==> src/rtl/prbs_tx_pkg.sv <==
// Shared encodings for the PRBS frame transmitter and its sub-blocks.
// Latency: n/a (types, constants and a pure helper function only).
// Backpressure: n/a.
package prbs_tx_pkg;

  localparam logic [1:0] MODE_PRBS = 2'b00;
  localparam logic [1:0] MODE_ZERO = 2'b01;
  localparam logic [1:0] MODE_ONE  = 2'b10;
  localparam logic [1:0] MODE_ALT  = 2'b11;

  typedef enum logic [1:0] {
    ST_IDLE = 2'd0,
    ST_SEND = 2'd1,
    ST_DONE = 2'd2
  } state_t;

  // Selects the data bit for the given pattern mode.
  function automatic logic pattern_bit(input logic [1:0] mode,
                                       input logic       prbs_bit,
                                       input logic       alt_bit);
    logic b;
    case (mode)
      MODE_PRBS: b = prbs_bit;
      MODE_ZERO: b = 1'b0;
      MODE_ONE:  b = 1'b1;
      default:   b = alt_bit;
    endcase
    return b;
  endfunction

endpackage

==> src/rtl/prbs_lfsr.sv <==
// Fibonacci LFSR, shift-left, polynomial x^POLY_LENGTH + x^POLY_TAP + 1.
// Latency: bit_out is the bit the register presents once this cycle's load/adv lands.
// Backpressure: none; advances only when adv is high, load has priority.
//
// Ports: clk, rst_n (async active-low, reloads all ones), load (reload all ones),
//        adv (one shift step), bit_out (look-ahead output bit, inverted when
//        INV_PATTERN=1). The look-ahead lets a caller register the new bit in
//        the same edge that moves the LFSR, so a bit boundary costs no extra cycle.
module prbs_lfsr #(
  parameter int POLY_LENGTH = 9,
  parameter int POLY_TAP    = 5,
  parameter int INV_PATTERN = 1
) (
  input  logic clk,
  input  logic rst_n,
  input  logic load,
  input  logic adv,
  output logic bit_out
);

  localparam logic INV = (INV_PATTERN != 0);

  logic [POLY_LENGTH-1:0] lfsr_q;
  logic                   fb;
  logic                   next_msb;

  assign fb = lfsr_q[POLY_LENGTH-1] ^ lfsr_q[POLY_TAP-1];

  always_ff @(posedge clk or negedge rst_n) begin
    if (!rst_n) begin
      lfsr_q <= '1;
    end else if (load) begin
      lfsr_q <= '1;
    end else if (adv) begin
      lfsr_q <= {lfsr_q[POLY_LENGTH-2:0], fb};
    end
  end

  // MSB after this edge: all ones on load, the shifted-up bit on adv.
  always_comb begin
    next_msb = lfsr_q[POLY_LENGTH-1];
    if (load) begin
      next_msb = 1'b1;
    end else if (adv) begin
      next_msb = lfsr_q[POLY_LENGTH-2];
    end
  end

  assign bit_out = next_msb ^ INV;

endmodule

==> src/rtl/prbs_frame_tx.sv <==
// Sends one FRAME_LEN-bit test-pattern frame on a serial line at f_clk/(speedctr+1).
// Latency: start sampled in cycle T gives busy/bit_stb/bit 0 in T+1; done one cycle after the last busy cycle.
// Backpressure: none; send_start outside IDLE is dropped, not queued.
//
// Ports: clk, rst_n (async active-low), speedctr (rate divisor minus one),
//        mode (00 PRBS, 01 zeros, 10 ones, 11 alternating), send_start,
//        busy, done, bit_stb (first cycle of each bit), serial_out (idle 0).
// Optional: PRBS_TX_ERR_INJ_EN adds inj_err, which inverts the next presented bit.
module prbs_frame_tx
  import prbs_tx_pkg::*;
#(
  parameter int POLY_LENGTH = 9,
  parameter int POLY_TAP    = 5,
  parameter int INV_PATTERN = 1,
  parameter int FRAME_LEN   = 20000,
  parameter int DIV_W       = 4
) (
  input  logic             clk,
  input  logic             rst_n,
  input  logic [DIV_W-1:0] speedctr,
  input  logic [1:0]       mode,
  input  logic             send_start,
`ifdef PRBS_TX_ERR_INJ_EN
  input  logic             inj_err,
`endif
  output logic             busy,
  output logic             done,
  output logic             bit_stb,
  output logic             serial_out
);

  localparam int             BCW      = $clog2(FRAME_LEN + 1);
  localparam logic [BCW-1:0] LAST_BIT = BCW'(FRAME_LEN - 1);

  state_t           state;
  logic [1:0]       mode_q;
  logic [DIV_W-1:0] spd_q;
  logic [DIV_W-1:0] rate_cnt;
  logic [BCW-1:0]   bit_cnt;
  logic             alt_q;

  logic wrap;
  logic last;
  logic lfsr_load;
  logic lfsr_adv;
  logic prbs_bit;
  logic flip;

  assign wrap      = (state == ST_SEND) && (rate_cnt == spd_q);
  assign last      = wrap && (bit_cnt == LAST_BIT);
  assign lfsr_load = (state == ST_IDLE) && send_start;
  assign lfsr_adv  = wrap && !last;

  prbs_lfsr #(
    .POLY_LENGTH (POLY_LENGTH),
    .POLY_TAP    (POLY_TAP),
    .INV_PATTERN (INV_PATTERN)
  ) u_lfsr (
    .clk     (clk),
    .rst_n   (rst_n),
    .load    (lfsr_load),
    .adv     (lfsr_adv),
    .bit_out (prbs_bit)
  );

`ifdef PRBS_TX_ERR_INJ_EN
  // A pulse is remembered until the next bit boundary; a pulse in the
  // boundary cycle itself applies directly to the bit presented there.
  logic inj_pend;

  always_ff @(posedge clk or negedge rst_n) begin
    if (!rst_n) begin
      inj_pend <= 1'b0;
    end else if (state != ST_SEND || wrap) begin
      inj_pend <= 1'b0;
    end else if (inj_err) begin
      inj_pend <= 1'b1;
    end
  end

  assign flip = (state == ST_SEND) && (inj_pend || inj_err);
`else
  assign flip = 1'b0;
`endif

  always_ff @(posedge clk or negedge rst_n) begin
    if (!rst_n) begin
      state      <= ST_IDLE;
      busy       <= 1'b0;
      done       <= 1'b0;
      bit_stb    <= 1'b0;
      serial_out <= 1'b0;
      mode_q     <= MODE_PRBS;
      spd_q      <= '0;
      rate_cnt   <= '0;
      bit_cnt    <= '0;
      alt_q      <= 1'b1;
    end else begin
      done    <= 1'b0;
      bit_stb <= 1'b0;
      case (state)
        ST_IDLE: begin
          if (send_start) begin
            mode_q     <= mode;
            spd_q      <= speedctr;
            rate_cnt   <= '0;
            bit_cnt    <= '0;
            alt_q      <= 1'b1;
            busy       <= 1'b1;
            bit_stb    <= 1'b1;
            serial_out <= pattern_bit(mode, prbs_bit, 1'b1);
            state      <= ST_SEND;
          end
        end
        ST_SEND: begin
          if (wrap) begin
            rate_cnt <= '0;
            if (last) begin
              busy       <= 1'b0;
              done       <= 1'b1;
              serial_out <= 1'b0;
              state      <= ST_DONE;
            end else begin
              bit_cnt    <= bit_cnt + 1'b1;
              alt_q      <= ~alt_q;
              bit_stb    <= 1'b1;
              serial_out <= pattern_bit(mode_q, prbs_bit, ~alt_q) ^ flip;
            end
          end else begin
            rate_cnt <= rate_cnt + 1'b1;
          end
        end
        ST_DONE: begin
          state <= ST_IDLE;
        end
        default: begin
          state <= ST_IDLE;
        end
      endcase
    end
  end

endmodule
==> config.mk <==
export PLATFORM = sky130hd
export DESIGN_NAME = prbs_frame_tx
export DESIGN_NICKNAME = d
export VERILOG_FILES = /design/src/rtl/prbs_tx_pkg.sv /design/src/rtl/prbs_lfsr.sv /design/src/rtl/prbs_frame_tx.sv
export SDC_FILE = /design/constraint.sdc
export NUM_CORES = 1
export LEC_CHECK = 0
export CAP_MARGIN = 5
export CORE_MARGIN = 2
export CORE_UTILIZATION = 52
export DETAILED_ROUTE_END_ITERATION = 12
export HOLD_SLACK_MARGIN = 0.06
export MAX_ROUTING_LAYER = met4
export PLACE_DENSITY = 0.74
export SLEW_MARGIN = 20
export SYNTH_ARGS = -nofsm -noshare
export SYNTH_HDL_FRONTEND = slang
export SYNTH_SLANG_ARGS = --single-unit
==> constraint.sdc <==
create_clock -name clk -period 2.26 [get_ports clk]
set_input_delay 0.565 -clock clk [delete_from_list [all_inputs] [get_ports clk]]
set_output_delay 0.565 -clock clk [all_outputs]
set_load 0.005 [all_outputs]
==> results.py <==
metrics = {
    "detailed_routing": {
        "drt_iter0_drc": 197,
        "detailroute.via_count": 1647,
        "drt_pass1_iterations": 4,
        "post_drt_wl_per_cell_microns": 15.1,
        "routed_wl_mm": 4.28,
        "drc": 0,
        "ant_nets": 0,
        "viasPerCell": 5.80,
    },
    "worst_setup_path": {
        "cp-startpoint": "bit_cnt[6]$_DFFE_PN0P_",
        "cp_max_fo": 7,
        "crit_path_start_kind": "register",
        "cpMaxStageDelayCell": "or4_4",
        "reg2reg_depth": 5,
        "crit_buf_inv": 0,
        "critPathCaptureType": "register",
        "critPathTopFamily": "simple AND/OR/NAND/NOR gates",
        "crit_type": "reg2reg",
        "cp_data_required_time_ps": 2440,
        "r2r_end": "bit_cnt[13]$_DFFE_PN0P_",
        "critical-path-max-stage-delay_ps": 600,
        "rr_startpoint": "bit_cnt[6]$_DFFE_PN0P_",
        "rrSetupSlack_ps": 20,
        "crit_path_cell_trace": "or4_1, or4_4, nand3_4, a211oi_1, mux2_4",
        "crit_arrival_ps": 2430,
    },
    "grt": {
        "grt_pass1_vias": 1559,
        "grt_max_degree": 42,
        "grt_pass1_wl_mm": 7.29,
        "globalRouteOverflowTotal": 0,
        "grtUsageTotal_pct": 22.9,
        "antenna_found_initial": 0,
    },
    "synthesis": {
        "yosys.area_share.simple_pct": 27.4,
        "synth.ff_latch_count": 41,
        "synth_edf_count": 0,
        "synth_area_per_cell_sq_um": 9.52,
        "netlist_area_sq_mm": 0.00199,
        "synth_ff_type": "dfrtp_1",
        "synthXorXnorAreaFrac_pct": 2.64,
        "syn-num-nets": 220,
        "synthAdderAreaFrac_pct": 1.26,
        "async_flop_share_pct": 100,
        "synth_top_family_by_area": "simple AND/OR/NAND/NOR gates",
        "ys_types": 45,
        "synthMuxAreaShare_pct": 2.33,
        "ys_seq_area_share_pct": 52.2,
        "synth_compound_area_share_pct": 11.3,
        "yosys_warnings": 0,
        "synth_cells": 209,
    },
    "cts": {
        "clockBufferDepth": 2,
        "clk_latency_ps": 300,
        "tritoncts": "built",
        "cts_num_sinks": 41,
        "path_clk_slew_ps": 80,
        "cts_root_buffer": "clkbuf_8",
        "cts_buffers": 5,
        "htree_levels": 2,
        "holdBufCountCts": 0,
    },
    "timing": {
        "fin_hold_ws_ps": 314,
        "relSlewSlack_pct": 38.9,
        "fmax_mhz": 446,
        "slew_viol_final": 0,
        "period_minus_slack_ps": 2240,
        "fin_crit_sh_pct": 99.3,
        "rsz0062_at_grt": "true",
        "tightest_slew_ps": 909,
        "setup_slack_ps": 16.9,
        "final.setup_skew_ps": 9.73,
        "setup_viol": 0,
        "hold_viol_final": 0,
    },
    "status": {
        "status": "finished clean",
    },
    "floorplan": {
        "num_io_pins": 13,
        "die_w_microns": 65.9,
        "core_area_sq_mm": 0.00366,
        "dieArea_sq_mm": 0.00434,
        "rows": 22,
        "initial_core_util_pct": 54.4,
        "chipHeight_microns": 65.9,
    },
    "finish": {
        "drive_above_1_share_pct": 18.2,
        "fin_nets": 246,
        "final_util_pct": 65.0,
        "fill_cells": 294,
        "n_antenna_cell": 0,
        "syn2layout_area_growth_pct": 19.6,
    },
    "power_and_ir_drop": {
        "p_leak_nw": 1.02,
        "powerDensity_mw_per_mm2": 1100,
        "irDropWorstVdd_mv": 0.698,
    },
    "run": {
        "maxCapViolCount": 0,
    },
    "place": {
        "portBuffers": 12,
        "gp_congestion": 0.886,
        "dp_slack_ps": 77.8,
        "dpl.hpwl_mm": 3.00,
    },
    "hold_path": {
        "worstHoldPathType": "in2async",
    },
}
worst max-delay path by stage:
stage / endpoint / slack, ps / cells past startpoint
after CTS: bit_cnt[8]$_DFFE_PN0P_ / 60 / 7
after floorplan: bit_cnt[13]$_DFFE_PN0P_ / 140 / 5
after global placement: bit_cnt[13]$_DFFE_PN0P_ / 100 / 5
after global routing: bit_cnt[13]$_DFFE_PN0P_ / -40 / 5
final: bit_cnt[13]$_DFFE_PN0P_ / 20 / 5
after detailed placement: bit_cnt[13]$_DFFE_PN0P_ / 80 / 5
logic make-up after synthesis:
family                     count (synthesis)
AOI/OAI and AO/OA                         34
xor gates and xnor gates                   6
adders and majority gates                  2
buffers and inverters                     15
DFF                                       41
muxes                                      4
and+or+nand+nor                          107
state kept, by name, indices dropped and copies added (netlist names):
register	flops
bit_cnt	15
u_lfsr.lfsr_q	9
rate_cnt	4
spd_q	4
mode_q	2
state	2
alt_q	1
bit_stb	1
busy	1
done	1
serial_out	1
final cells by class:
type / instances / area [sq um] / area share (%)
sequential: 41 / 1040 / 43.6
tap: 48 / 60.1 / 2.52
multi-input combinational: 153 / 902 / 37.9
timing repair buffer: 29 / 246 / 10.4
inverter: 5 / 18.8 / 0.788
clock buffer: 5 / 68.8 / 2.89
clock inverter: 3 / 46.3 / 1.94
what timing repair did:
item / in CTS / in global routing
endpoints found under the setup margin: 0 / 6
setup buffers: 0 / 1
gates resized for setup: 0 / 3
report_power, final:
part / total (mW) / leakage, nW / switching [mW] / internal [mW]
logic: 0.825 / 0.491 / 0.428 / 0.397
clock network: 0.599 / 0.0543 / 0.269 / 0.330
registers: 1.19 / 0.480 / 0.192 / 0.999
total: 2.62 / 1.02 / 0.889 / 1.73
cells in the mapped netlist (2+ instances only):
cell / n / area (sq um)
nor3_1: 5 / 25.0
clkbuf_1: 6 / 22.5
nor4_1: 3 / 18.8
buf_2: 2 / 10.0
and4_1: 2 / 17.5
dfstp_2: 10 / 263
nand2b_1: 2 / 12.5
o21ai_0: 8 / 40.0
a211oi_1: 2 / 15.0
nand2_1: 43 / 161
and3_1: 2 / 12.5
nand3_1: 14 / 70.1
o211ai_1: 4 / 30.0
or3_1: 4 / 25.0
xnor2_1: 5 / 43.8
a21oi_1: 7 / 35.0
a31oi_1: 2 / 12.5
ha_1: 2 / 25.0
mux2i_1: 2 / 20.0
nor2_1: 11 / 41.3
nand4_1: 8 / 50.1
o31ai_1: 2 / 15.0
or4_1: 5 / 37.5
a21o_1: 2 / 15.0
inv_1: 5 / 18.8
dfrtp_1: 31 / 776
buf_1: 2 / 7.51
layout by cell type (no fill, tap or decap), drive strengths merged, types with 6 or more instances in the layout:
cell / synthesis / routed
nand2: 44 / 44
dfrtp: 31 / 31
buf: 4 / 18
nand3: 15 / 15
nor2: 11 / 11
clkdlybuf4s50: 0 / 11
dfstp: 10 / 10
nand4: 8 / 8
o21ai: 8 / 8
a21oi: 7 / 7
or4: 6 / 6
through the flow:
stage               cell area [sq um]  TNS [ps]  instances  power (mW)
finish                           2380         0        284        2.62
global route                     2380      -101        284        2.78
CTS                              2360         0        283        2.59
detailed placement               2250         0        275        1.99
global placement                 2250         0        275        1.95
floorplan                        1990         0        209        1.70
routing by layer:
| layer | vias up | GRT usage (%) | part of all wire (%) |
|---|---|---|---|
| met2 | 34 | 35.9 | 49 |
| met3 | 5 | 4.43 | 3.6 |
| met4 | 0 | 8.85 | 1.5 |
| li1 | 797 | - | - |
| met5 | - | - | 0 |
| met1 | 811 | 29.7 | 46 |
Power figures use the tool's default switching activity.
